<file path="config.mk">
export PLATFORM = sky130hd
export DESIGN_NAME = lsu_mem_master
export DESIGN_NICKNAME = d
export VERILOG_FILES = /design/src/rtl/lsu_mem_master.sv
export SDC_FILE = /design/constraint.sdc
export NUM_CORES = 1
export LEC_CHECK = 0
export CELL_PAD_IN_SITES_DETAIL_PLACEMENT = 0
export CELL_PAD_IN_SITES_GLOBAL_PLACEMENT = 1
export CORE_MARGIN = 2
export CORE_UTILIZATION = 45
export CTS_CLUSTER_SIZE = 10
export DETAILED_ROUTE_END_ITERATION = 7
export DONT_BUFFER_PORTS = 1
export PLACE_DENSITY_LB_ADDON = 0.1
export SYNTH_ARGS = -nofsm -noshare
export SYNTH_HDL_FRONTEND = slang
export SYNTH_SLANG_ARGS = --single-unit
export TNS_END_PERCENT = 50
</file>
<file path="constraint.sdc">
create_clock -name clk -period 2.7 [get_ports clk]
set_input_delay 0.135 -clock clk [delete_from_list [all_inputs] [get_ports clk]]
set_output_delay 0.135 -clock clk [all_outputs]
set_load 0.02 [all_outputs]
</file>
<file path="src/rtl/lsu_mem_master.sv">
// -----------------------------------------------------------------------------
// lsu_mem_master
//
// Load/store initiator for a word-addressed single-port data RAM with a
// combinational read port and a write port that commits on posedge clk when
// mem_we is high. Byte-addressed RV32I requests are turned into RAM cycles:
//   - loads  (LB/LH/LW/LBU/LHU): one read cycle, then lane select + extension
//   - SW                        : one direct write cycle
//   - SB/SH                     : read the word, merge the lane, write it back
// Misaligned accesses and illegal funct3 codes are answered with rsp_err and
// never drive the RAM.
//
// Ports
//   clk, rst      system clock, synchronous active-high reset
//   req_valid     core request valid
//   req_ready     request accepted when high (only while idle)
//   req_we        1 = store, 0 = load
//   req_funct3    RV32I funct3 (access size / signedness)
//   req_addr      byte address; bits above the RAM word index are ignored
//   req_wdata     store data (low byte/half used by SB/SH)
//   rsp_valid     one-cycle response pulse
//   rsp_rdata     extended load data (0 for stores and errors), held
//   rsp_err       misaligned or illegal access, held
//   mem_we        RAM write enable
//   mem_addr      RAM word address
//   mem_wdata     RAM write data
//   mem_rdata     RAM read data (combinational from mem_addr)
// -----------------------------------------------------------------------------
module lsu_mem_master #(
    parameter int ADDR_WIDTH = 10,
    parameter int DATA_WIDTH = 32
) (
    input  logic                  clk,
    input  logic                  rst,
    input  logic                  req_valid,
    output logic                  req_ready,
    input  logic                  req_we,
    input  logic [2:0]            req_funct3,
    input  logic [31:0]           req_addr,
    input  logic [DATA_WIDTH-1:0] req_wdata,
    output logic                  rsp_valid,
    output logic [DATA_WIDTH-1:0] rsp_rdata,
    output logic                  rsp_err,
    output logic                  mem_we,
    output logic [ADDR_WIDTH-1:0] mem_addr,
    output logic [DATA_WIDTH-1:0] mem_wdata,
    input  logic [DATA_WIDTH-1:0] mem_rdata
);

    typedef enum logic [2:0] {
        S_IDLE  = 3'd0,
        S_LOAD  = 3'd1,
        S_READ  = 3'd2,
        S_WRITE = 3'd3,
        S_RESP  = 3'd4
    } state_t;

    // funct3[1:0] encodes the access size
    localparam logic [1:0] SZ_B = 2'd0;
    localparam logic [1:0] SZ_H = 2'd1;
    localparam logic [1:0] SZ_W = 2'd2;

    state_t                  state_q;
    logic                    req_ready_q;
    logic                    rsp_valid_q;
    logic [DATA_WIDTH-1:0]   rsp_rdata_q;
    logic                    rsp_err_q;
    logic [ADDR_WIDTH-1:0]   mem_addr_q;
    logic [DATA_WIDTH-1:0]   mem_wdata_q;
    logic [2:0]              f3_q;
    logic [1:0]              lo_q;
    logic [DATA_WIDTH-1:0]   wdata_q;

    logic                    accept_d;
    logic                    bad_d;
    logic [ADDR_WIDTH-1:0]   word_d;
    logic [DATA_WIDTH-1:0]   load_d;
    logic [DATA_WIDTH-1:0]   merge_d;

    // Address bits above the RAM index wrap around and are intentionally dropped
    logic                    unused_addr_hi;
    assign unused_addr_hi = ^req_addr[31:ADDR_WIDTH+2];

    // -------------------------------------------------------------------------
    // Helper functions
    // -------------------------------------------------------------------------
    function automatic logic is_legal(input logic we, input logic [2:0] f3);
        logic ok;
        if (we) begin
            ok = (f3 == 3'd0) || (f3 == 3'd1) || (f3 == 3'd2);
        end else begin
            ok = (f3 == 3'd0) || (f3 == 3'd1) || (f3 == 3'd2) ||
                 (f3 == 3'd4) || (f3 == 3'd5);
        end
        return ok;
    endfunction

    function automatic logic is_misaligned(input logic [2:0] f3, input logic [1:0] lo);
        logic mis;
        case (f3[1:0])
            SZ_H:    mis = lo[0];
            SZ_W:    mis = (lo != 2'b00);
            default: mis = 1'b0;
        endcase
        return mis;
    endfunction

    // Select the addressed little-endian lane and sign/zero-extend it
    function automatic logic [DATA_WIDTH-1:0] load_extend(
        input logic [DATA_WIDTH-1:0] word,
        input logic [2:0]            f3,
        input logic [1:0]            lo
    );
        logic [7:0]            b;
        logic [15:0]           h;
        logic [DATA_WIDTH-1:0] r;
        b = word[{lo, 3'b000} +: 8];
        h = word[{lo[1], 4'b0000} +: 16];
        case (f3)
            3'd0:    r = {{(DATA_WIDTH-8){b[7]}}, b};
            3'd1:    r = {{(DATA_WIDTH-16){h[15]}}, h};
            3'd4:    r = {{(DATA_WIDTH-8){1'b0}}, b};
            3'd5:    r = {{(DATA_WIDTH-16){1'b0}}, h};
            default: r = word;
        endcase
        return r;
    endfunction

    // Replace the addressed byte/half of the old word with the store data
    function automatic logic [DATA_WIDTH-1:0] store_merge(
        input logic [DATA_WIDTH-1:0] old,
        input logic [2:0]            f3,
        input logic [1:0]            lo,
        input logic [DATA_WIDTH-1:0] wd
    );
        logic [DATA_WIDTH-1:0] r;
        r = old;
        case (f3[1:0])
            SZ_B:    r[{lo, 3'b000} +: 8]     = wd[7:0];
            SZ_H:    r[{lo[1], 4'b0000} +: 16] = wd[15:0];
            default: r = wd;
        endcase
        return r;
    endfunction

    // -------------------------------------------------------------------------
    // Request decode and datapath next values
    // -------------------------------------------------------------------------
    always_comb begin
        accept_d = req_valid & req_ready_q;
        word_d   = req_addr[ADDR_WIDTH+1:2];
        bad_d    = ~is_legal(req_we, req_funct3) |
                   is_misaligned(req_funct3, req_addr[1:0]);
        load_d   = load_extend(mem_rdata, f3_q, lo_q);
        merge_d  = store_merge(mem_rdata, f3_q, lo_q, wdata_q);
    end

    // -------------------------------------------------------------------------
    // Control FSM with registered outputs
    // -------------------------------------------------------------------------
    always_ff @(posedge clk) begin
        if (rst) begin
            state_q     <= S_IDLE;
            req_ready_q <= 1'b1;
            rsp_valid_q <= 1'b0;
            rsp_rdata_q <= '0;
            rsp_err_q   <= 1'b0;
            mem_addr_q  <= '0;
            mem_wdata_q <= '0;
            f3_q        <= 3'd0;
            lo_q        <= 2'd0;
            wdata_q     <= '0;
        end else begin
            rsp_valid_q <= 1'b0;
            case (state_q)
                S_IDLE: begin
                    if (accept_d) begin
                        f3_q        <= req_funct3;
                        lo_q        <= req_addr[1:0];
                        wdata_q     <= req_wdata;
                        mem_addr_q  <= word_d;
                        req_ready_q <= 1'b0;
                        if (bad_d) begin
                            // Errors skip the RAM entirely and answer next cycle
                            state_q     <= S_RESP;
                            rsp_valid_q <= 1'b1;
                            rsp_rdata_q <= '0;
                            rsp_err_q   <= 1'b1;
                        end else if (!req_we) begin
                            state_q <= S_LOAD;
                        end else if (req_funct3[1:0] == SZ_W) begin
                            state_q     <= S_WRITE;
                            mem_wdata_q <= req_wdata;
                        end else begin
                            state_q <= S_READ;
                        end
                    end
                end
                S_LOAD: begin
                    state_q     <= S_RESP;
                    rsp_valid_q <= 1'b1;
                    rsp_rdata_q <= load_d;
                    rsp_err_q   <= 1'b0;
                end
                S_READ: begin
                    state_q     <= S_WRITE;
                    mem_wdata_q <= merge_d;
                end
                S_WRITE: begin
                    state_q     <= S_RESP;
                    rsp_valid_q <= 1'b1;
                    rsp_rdata_q <= '0;
                    rsp_err_q   <= 1'b0;
                end
                S_RESP: begin
                    state_q     <= S_IDLE;
                    req_ready_q <= 1'b1;
                end
                default: begin
                    state_q     <= S_IDLE;
                    req_ready_q <= 1'b1;
                end
            endcase
        end
    end

    // The write strobe is gated by rst so a reset cycle can never commit a write
    assign mem_we    = (state_q == S_WRITE) & ~rst;
    assign req_ready = req_ready_q;
    assign rsp_valid = rsp_valid_q;
    assign rsp_rdata = rsp_rdata_q;
    assign rsp_err   = rsp_err_q;
    assign mem_addr  = mem_addr_q;
    assign mem_wdata = mem_wdata_q;

endmodule
</file>
==> impl_metrics.tcl, run 1 <==
set metrics [dict create \
    status "finished, final reports clean" \
    synth-edff-count 0 \
    ys.flop_type "dfxtp_1" \
    antenna_found_initial 0 \
    cts-root-buf "clkbuf_16" \
    final_nets 891 \
    final_common_cell "nand2_1" \
    routed_wl_microns 20300 \
    area_delta_synth_final_pct 25.3 \
    start_util_pct 45.8 \
    drive_above_1_share_pct 8.85 \
    vias_per_cell 5.85 \
    ys_ff_latch 117 \
    grt_overflow 0 \
    core_sq_um 12500 \
    finalMaxSlewViolations 0 \
    fill_cells 1195 \
    grt_max_degree 53 \
    synth_top_area_cell "dfxtp_1" \
    dp_slack_ns 0.455 \
    grt_pass1_wl_microns 30800 \
    worstSetupEndpointType "flip-flop" \
    hp-class "input pin to flip-flop" \
    busiest_layer "met2" \
    wl_per_cell_microns 21.0 \
    worst_slack_ns 0.468 \
    setup_viol 0 \
    yosysWarnings 0 \
    grt_util_met2_pct 45.6 \
    crit_path_start_kind "flip-flop" \
    hold_ws_ns 0.00711 \
    grt_pass1_vias 5406 \
    cts_tree "built" \
    die_w_microns 117 \
    cellLeakagePower_nw 2.75 \
    h-tree-depth 4 \
    hold_violations 0 \
    clk_path_buf_depth 2 \
    period_share_pct 82.7 \
    synth-async-reset-ratio_pct 0 \
    r2r_slack_ns 0.47 \
    max_cap_viol_count 0 \
    worstReg2RegEnd "mem_wdata[1]" \
    num_vias 5630 \
    ys_types 42 \
    first_iter_violations 468 \
    finClkSkew_ns 0.00492 \
    crit_required_ns 3.01 \
    cts_setup_buffers 0 \
    drc_errors 0 \
    yosys-top-cells-area "dfxtp_1, nand2_1, a21oi_1" \
    tns_ns 0 \
    place.gp.congestion 0.918 \
    min_path_cells 3 \
    cp_max_fo 8 \
    first_pass_iters 5 \
    hold_end "rsp_rdata[8]" \
    numCtsBuffers 17 \
    insertion_delay_ns 0.42 \
    holdCritStartpoint "mem_rdata[8]" \
    worstMarginPinSlew_ns 0.813 \
    clkSlewWorstSetupHoldPaths_ns 0.05 \
    dieArea_sq_um 13700 \
    irDropWorstVdd_mv 0.407 \
    multi_input_area_sq_um 3100 \
    seq_area_frac_synth_pct 40.8 \
    layout_common_cells "nand2_1, dfxtp_1, a21oi_1" \
    arrival_ns 2.54 \
    synth_area_sq_um 5730 \
    ff_latch_area_sq_um 2340 \
    avgSynthCellArea_sq_um 7.92 \
    period_minus_slack_ns 2.23 \
    numPortBuffers 0 \
    worstSetupPathType "flip-flop to flip-flop" \
    place_hpwl_microns 13600 \
    cts_resized 0 \
    antenna_left 0 \
    postSynthNetCount 835 \
    ios 181 \
    die_y_microns 117 \
    clock-sinks 117 \
    rsz0062_at_grt "no" \
    synth_top_area_share_pct 40.8 \
    rows 41 \
    pwr_density_cell_nw_per_um2 667 \
    fmax_ghz 0.448 \
    reg2reg_from "lo_q[0]" \
    met1_usage_pct 40.2 \
    antenna_cells 0 \
    reg2reg_depth 7 \
    post_dp_cell_area_sq_um 5860 \
    maxSlewHeadroom_pct 45.5 \
    synthCells 724 \
    grt_usage_pct 30.3 \
    final_area_sq_um 7180 \
    use_met3_pct 9.99 \
]
## how the worst max path moves through the flow
stage | start | cells after the start | to
2_1_floorplan | lo_q[1] | 8 | mem_wdata[0]
3_3_place_gp | lo_q[0] | 7 | mem_wdata[0]
3_5_place_dp | lo_q[0] | 7 | mem_wdata[1]
4_1_cts | lo_q[0] | 7 | mem_wdata[1]
5_1_grt | lo_q[0] | 7 | mem_wdata[7]
6_report | lo_q[0] | 7 | mem_wdata[1]
## kinds of logic (layout without fill, tap and decap cells)
family          after synthesis  after routing  share of synthesized area, %
compound gates              230            230                          26.6
fa+ha+maj                     8              8                          1.75
buf+inv                      74            141                          5.59
flops                       117            117                          40.8
mux                          34             34                          6.28
simple gates                261            261                          19.0
## metal layers
| metal | vias up | wire (microns) |
|---|---|---|
| met5 | - | 0 |
| met4 | 0 | 544 |
| met3 | 36 | 1980 |
| met2 | 273 | 9050 |
| met1 | 2643 | 8690 |
| li1 | 2678 | - |
## cells in the mapped netlist (2+ instances only)
cell,n
or3_1,3
nand3_1,3
a31oi_1,5
nand2b_1,6
nor2_1,85
buf_2,28
buf_4,2
nor3_1,9
and4_1,2
nor2_2,2
buf_1,2
nor2b_1,3
a221oi_1,34
o221ai_1,6
a21o_1,7
o21bai_1,2
o21ai_0,30
o41ai_2,2
o211ai_1,3
dfxtp_1,117
clkbuf_1,25
nor3_2,3
a22o_1,31
mux2i_1,27
a21oi_1,100
a32o_1,4
inv_1,17
nand2_1,140
mux2_2,6
ha_1,8
## cell type report
| class | count | area share (%) |
|---|---|---|
| tap | 172 | 3.00 |
| clock buffer | 26 | 7.09 |
| sequential | 117 | 32.6 |
| multi-input combinational | 533 | 43.1 |
| inverter | 17 | 0.888 |
| timing repair buffer | 94 | 12.7 |
| clock inverter | 4 | 0.627 |
## critical path, cell delays in order, from the launching register on
cell and delay [ns]:
dfxtp_1 0.47, inv_1 0.13, ha_1 0.35, nor2b_1 0.06, a311o_1 0.48, a221oi_1 0.36
nor2_1 0.09, a22o_1 0.18
## what timing repair did
item,4_1_cts,5_1_grt
endpoints found under the setup margin,0,0
hold buffers,75,0
hold endpoints to repair,91,0
## registers in the layout, summed over array words and instances (netlist names), 2 cells and up
signal     flops
mem_addr      10
rsp_rdata     32
mem_wdata     32
f3_q           3
state_q        3
lo_q           2
wdata_q       32
## where the power goes
group,total (W),internal (W),switching [W],leakage (nW)
Combinational,0.000703,0.000283,0.000420,1.52
Sequential,0.00197,0.00182,0.000146,0.952
Clock,0.00212,0.00137,0.000753,0.276
## through the flow
stage                     power (W)  utilization (%)  std cells
after CTS                   0.00481             57.4        963
after global routing        0.00498             57.4        963
final                       0.00479             57.4        963
after detailed placement    0.00258             46.8        858
after global placement      0.00257             46.8        858
after floorplan             0.00243                -        724
Note: power is estimated with default switching activity, not from simulation.
==> inputs of run 2 (changes only) <==
--- a/config.mk
+++ b/config.mk
@@ -8,7 +8,7 @@
 export CELL_PAD_IN_SITES_DETAIL_PLACEMENT = 0
 export CELL_PAD_IN_SITES_GLOBAL_PLACEMENT = 1
 export CORE_MARGIN = 2
-export CORE_UTILIZATION = 45
+export CORE_UTILIZATION = 41
 export CTS_CLUSTER_SIZE = 10
 export DETAILED_ROUTE_END_ITERATION = 7
 export DONT_BUFFER_PORTS = 1
==> constraint.sdc (replaced) <==
create_clock -name clk -period 1.85 [get_ports clk]
set_input_delay 0.0925 -clock clk [delete_from_list [all_inputs] [get_ports clk]]
set_output_delay 0.0925 -clock clk [all_outputs]
set_load 0.02 [all_outputs]
==> impl_metrics.tcl, run 2 (synthesis gave the netlist of run 1 again) <==
set metrics [dict create \
    finalMaxSlewViolations 0 \
    wl_per_cell_microns 21.7 \
    numCtsBuffers 17 \
    irDropWorstVdd_mv 0.567 \
    finClkSkew_ns 0.00593 \
    cts_setup_buffers 0 \
    cellLeakagePower_nw 2.94 \
    worstMarginPinSlew_ns 0.485 \
    vias_per_cell 5.91 \
    cp_slowest_cell "a311o_2" \
    dieArea_sq_um 14900 \
    period_share_pct 97.6 \
    start_util_pct 41.6 \
    tns_ns 0 \
    min_path_cells 2 \
    clkPwrFrac_pct 44.2 \
    cts-root-buf "clkbuf_16" \
    worst_slack_ns 0.0437 \
    worstSetupEndpointType "flip-flop" \
    power.switching_fraction_pct 28.4 \
    pwr_density_cell_nw_per_um2 963 \
    grt_max_degree 53 \
    period_minus_slack_ns 1.81 \
    antenna_left 0 \
    place.gp.congestion 0.836 \
    die_y_microns 122 \
    power_frac_seq_pct 39.1 \
    rows 43 \
    p_int_w 0.00524 \
    drive_above_1_share_pct 13.6 \
    crit_path_start_kind "flip-flop" \
    maxSlewHeadroom_pct 67.7 \
    post-route-util_pct 55.2 \
    layout_common_cells "nand2_1, dfxtp_1, a21oi_1" \
    die_w_microns 122 \
    clock-sinks 117 \
    routed_wl_microns 21600 \
    dp_slack_ns 0.0225 \
    worstSetupPathType "flip-flop to flip-flop" \
    status "finished, final reports clean" \
    rsz0062_at_grt "yes" \
    antenna_cells 0 \
    first_iter_violations 437 \
    num_vias 5893 \
    cp_max_fo 8 \
    hold_end "wdata_q[24]" \
    arrival_ns 2.12 \
    grt_overflow 0 \
    hp-class "input pin to flip-flop" \
    worstReg2RegEnd "mem_wdata[5]" \
    hold_violations 0 \
    grt_usage_pct 29.1 \
    reg2reg_from "lo_q[1]" \
    first_pass_iters 6 \
    r2r_slack_ns 0.04 \
    insertion_delay_ns 0.42 \
    h-tree-depth 4 \
    grt_pass1_vias 5848 \
    crit_required_ns 2.16 \
    setup_viol 0 \
    final_common_cell "nand2_1" \
    reg2reg_depth 7 \
    area_delta_synth_final_pct 32.5 \
    core_sq_um 13800 \
    max_stage_delay_ns 0.43 \
    numPortBuffers 0 \
    comb_power_share_pct 16.7 \
    ios 181 \
    drc_errors 0 \
    clkSlewWorstSetupHoldPaths_ns 0.06 \
    max_cap_viol_count 0 \
    fmax_ghz 0.554 \
    p_switching_w 0.00208 \
    antenna_found_initial 1 \
    holdCritStartpoint "rst" \
    cts_tree "built" \
    clk_path_buf_depth 2 \
    cp_cell_sequence "inv_2, ha_4, nor2b_1, a311o_2, a221oi_2, nor2_1, a22o_1" \
    place_hpwl_microns 14300 \
    final_nets 916 \
    grt_pass1_wl_microns 32600 \
]
-- run 2: how the worst max path moves through the flow --
stage,startpoint,end,depth (start not counted)
6_report,lo_q[1],mem_wdata[5],7
2_1_floorplan,lo_q[1],mem_wdata[0],8
4_1_cts,lo_q[0],mem_wdata[5],7
3_3_place_gp,lo_q[1],mem_wdata[11],7
5_1_grt,lo_q[1],mem_wdata[5],7
3_5_place_dp,lo_q[0],mem_wdata[5],7
-- run 2: metrics by stage --
stage,std cells,total power [W],cell area (sq um),hold WS (ns)
after floorplan,724,0.00358,5800,0.221
after global placement,885,0.00389,6180,0.162
after detailed placement,885,0.00392,6180,0.165
after CTS,997,0.00736,7580,0.000773
final,997,0.00732,7600,0.0144
after global routing,997,0.00762,7600,0.00869
-- run 2: cell type report --
class	count	area, sq um
flip-flops and latches	117	2350
inverters	17	63.8
clock buffers	21	470
well taps	180	225
fillers	1342	6180
clock inverters	10	105
repair buffers	119	1210
multi-input cells	533	3170
-- run 2: what timing repair did --
item | 4_1_cts | 5_1_grt
hold endpoints to repair | 113 | 0
endpoints found under the setup margin | 0 | 27
hold buffers | 81 | 0
gates resized for setup | 0 | 7
-- run 2: routing by layer --
| metal | wire, microns | track usage (%) |
|---|---|---|
| met5 | 13 | 0 |
| met4 | 794 | 13.0 |
| met3 | 1860 | 9.01 |
| met2 | 10400 | 47.5 |
| met1 | 8500 | 35.2 |
-- run 2: power groups by stage --
| stage | sequential, W | clock (W) | combinational [W] |
|---|---|---|---|
| after global routing | 0.00287 | 0.00341 | 0.00133 |
| after floorplan | 0.00286 | 0 | 0.000718 |
| final | 0.00286 | 0.00324 | 0.00122 |
| after CTS | 0.00285 | 0.00329 | 0.00121 |
| after detailed placement | 0.00291 | 0 | 0.00101 |
| after global placement | 0.00290 | 0 | 0.000983 |
-- run 2: worst max-delay path, delay by kind of cell (launching register included) --
family	cells	cell delay, ns
adders and majority gates	1	0.27
buffers and inverters	1	0.05
DFF	1	0.33
AOI/OAI and AO/OA	3	0.91
and+or+nand+nor	2	0.13
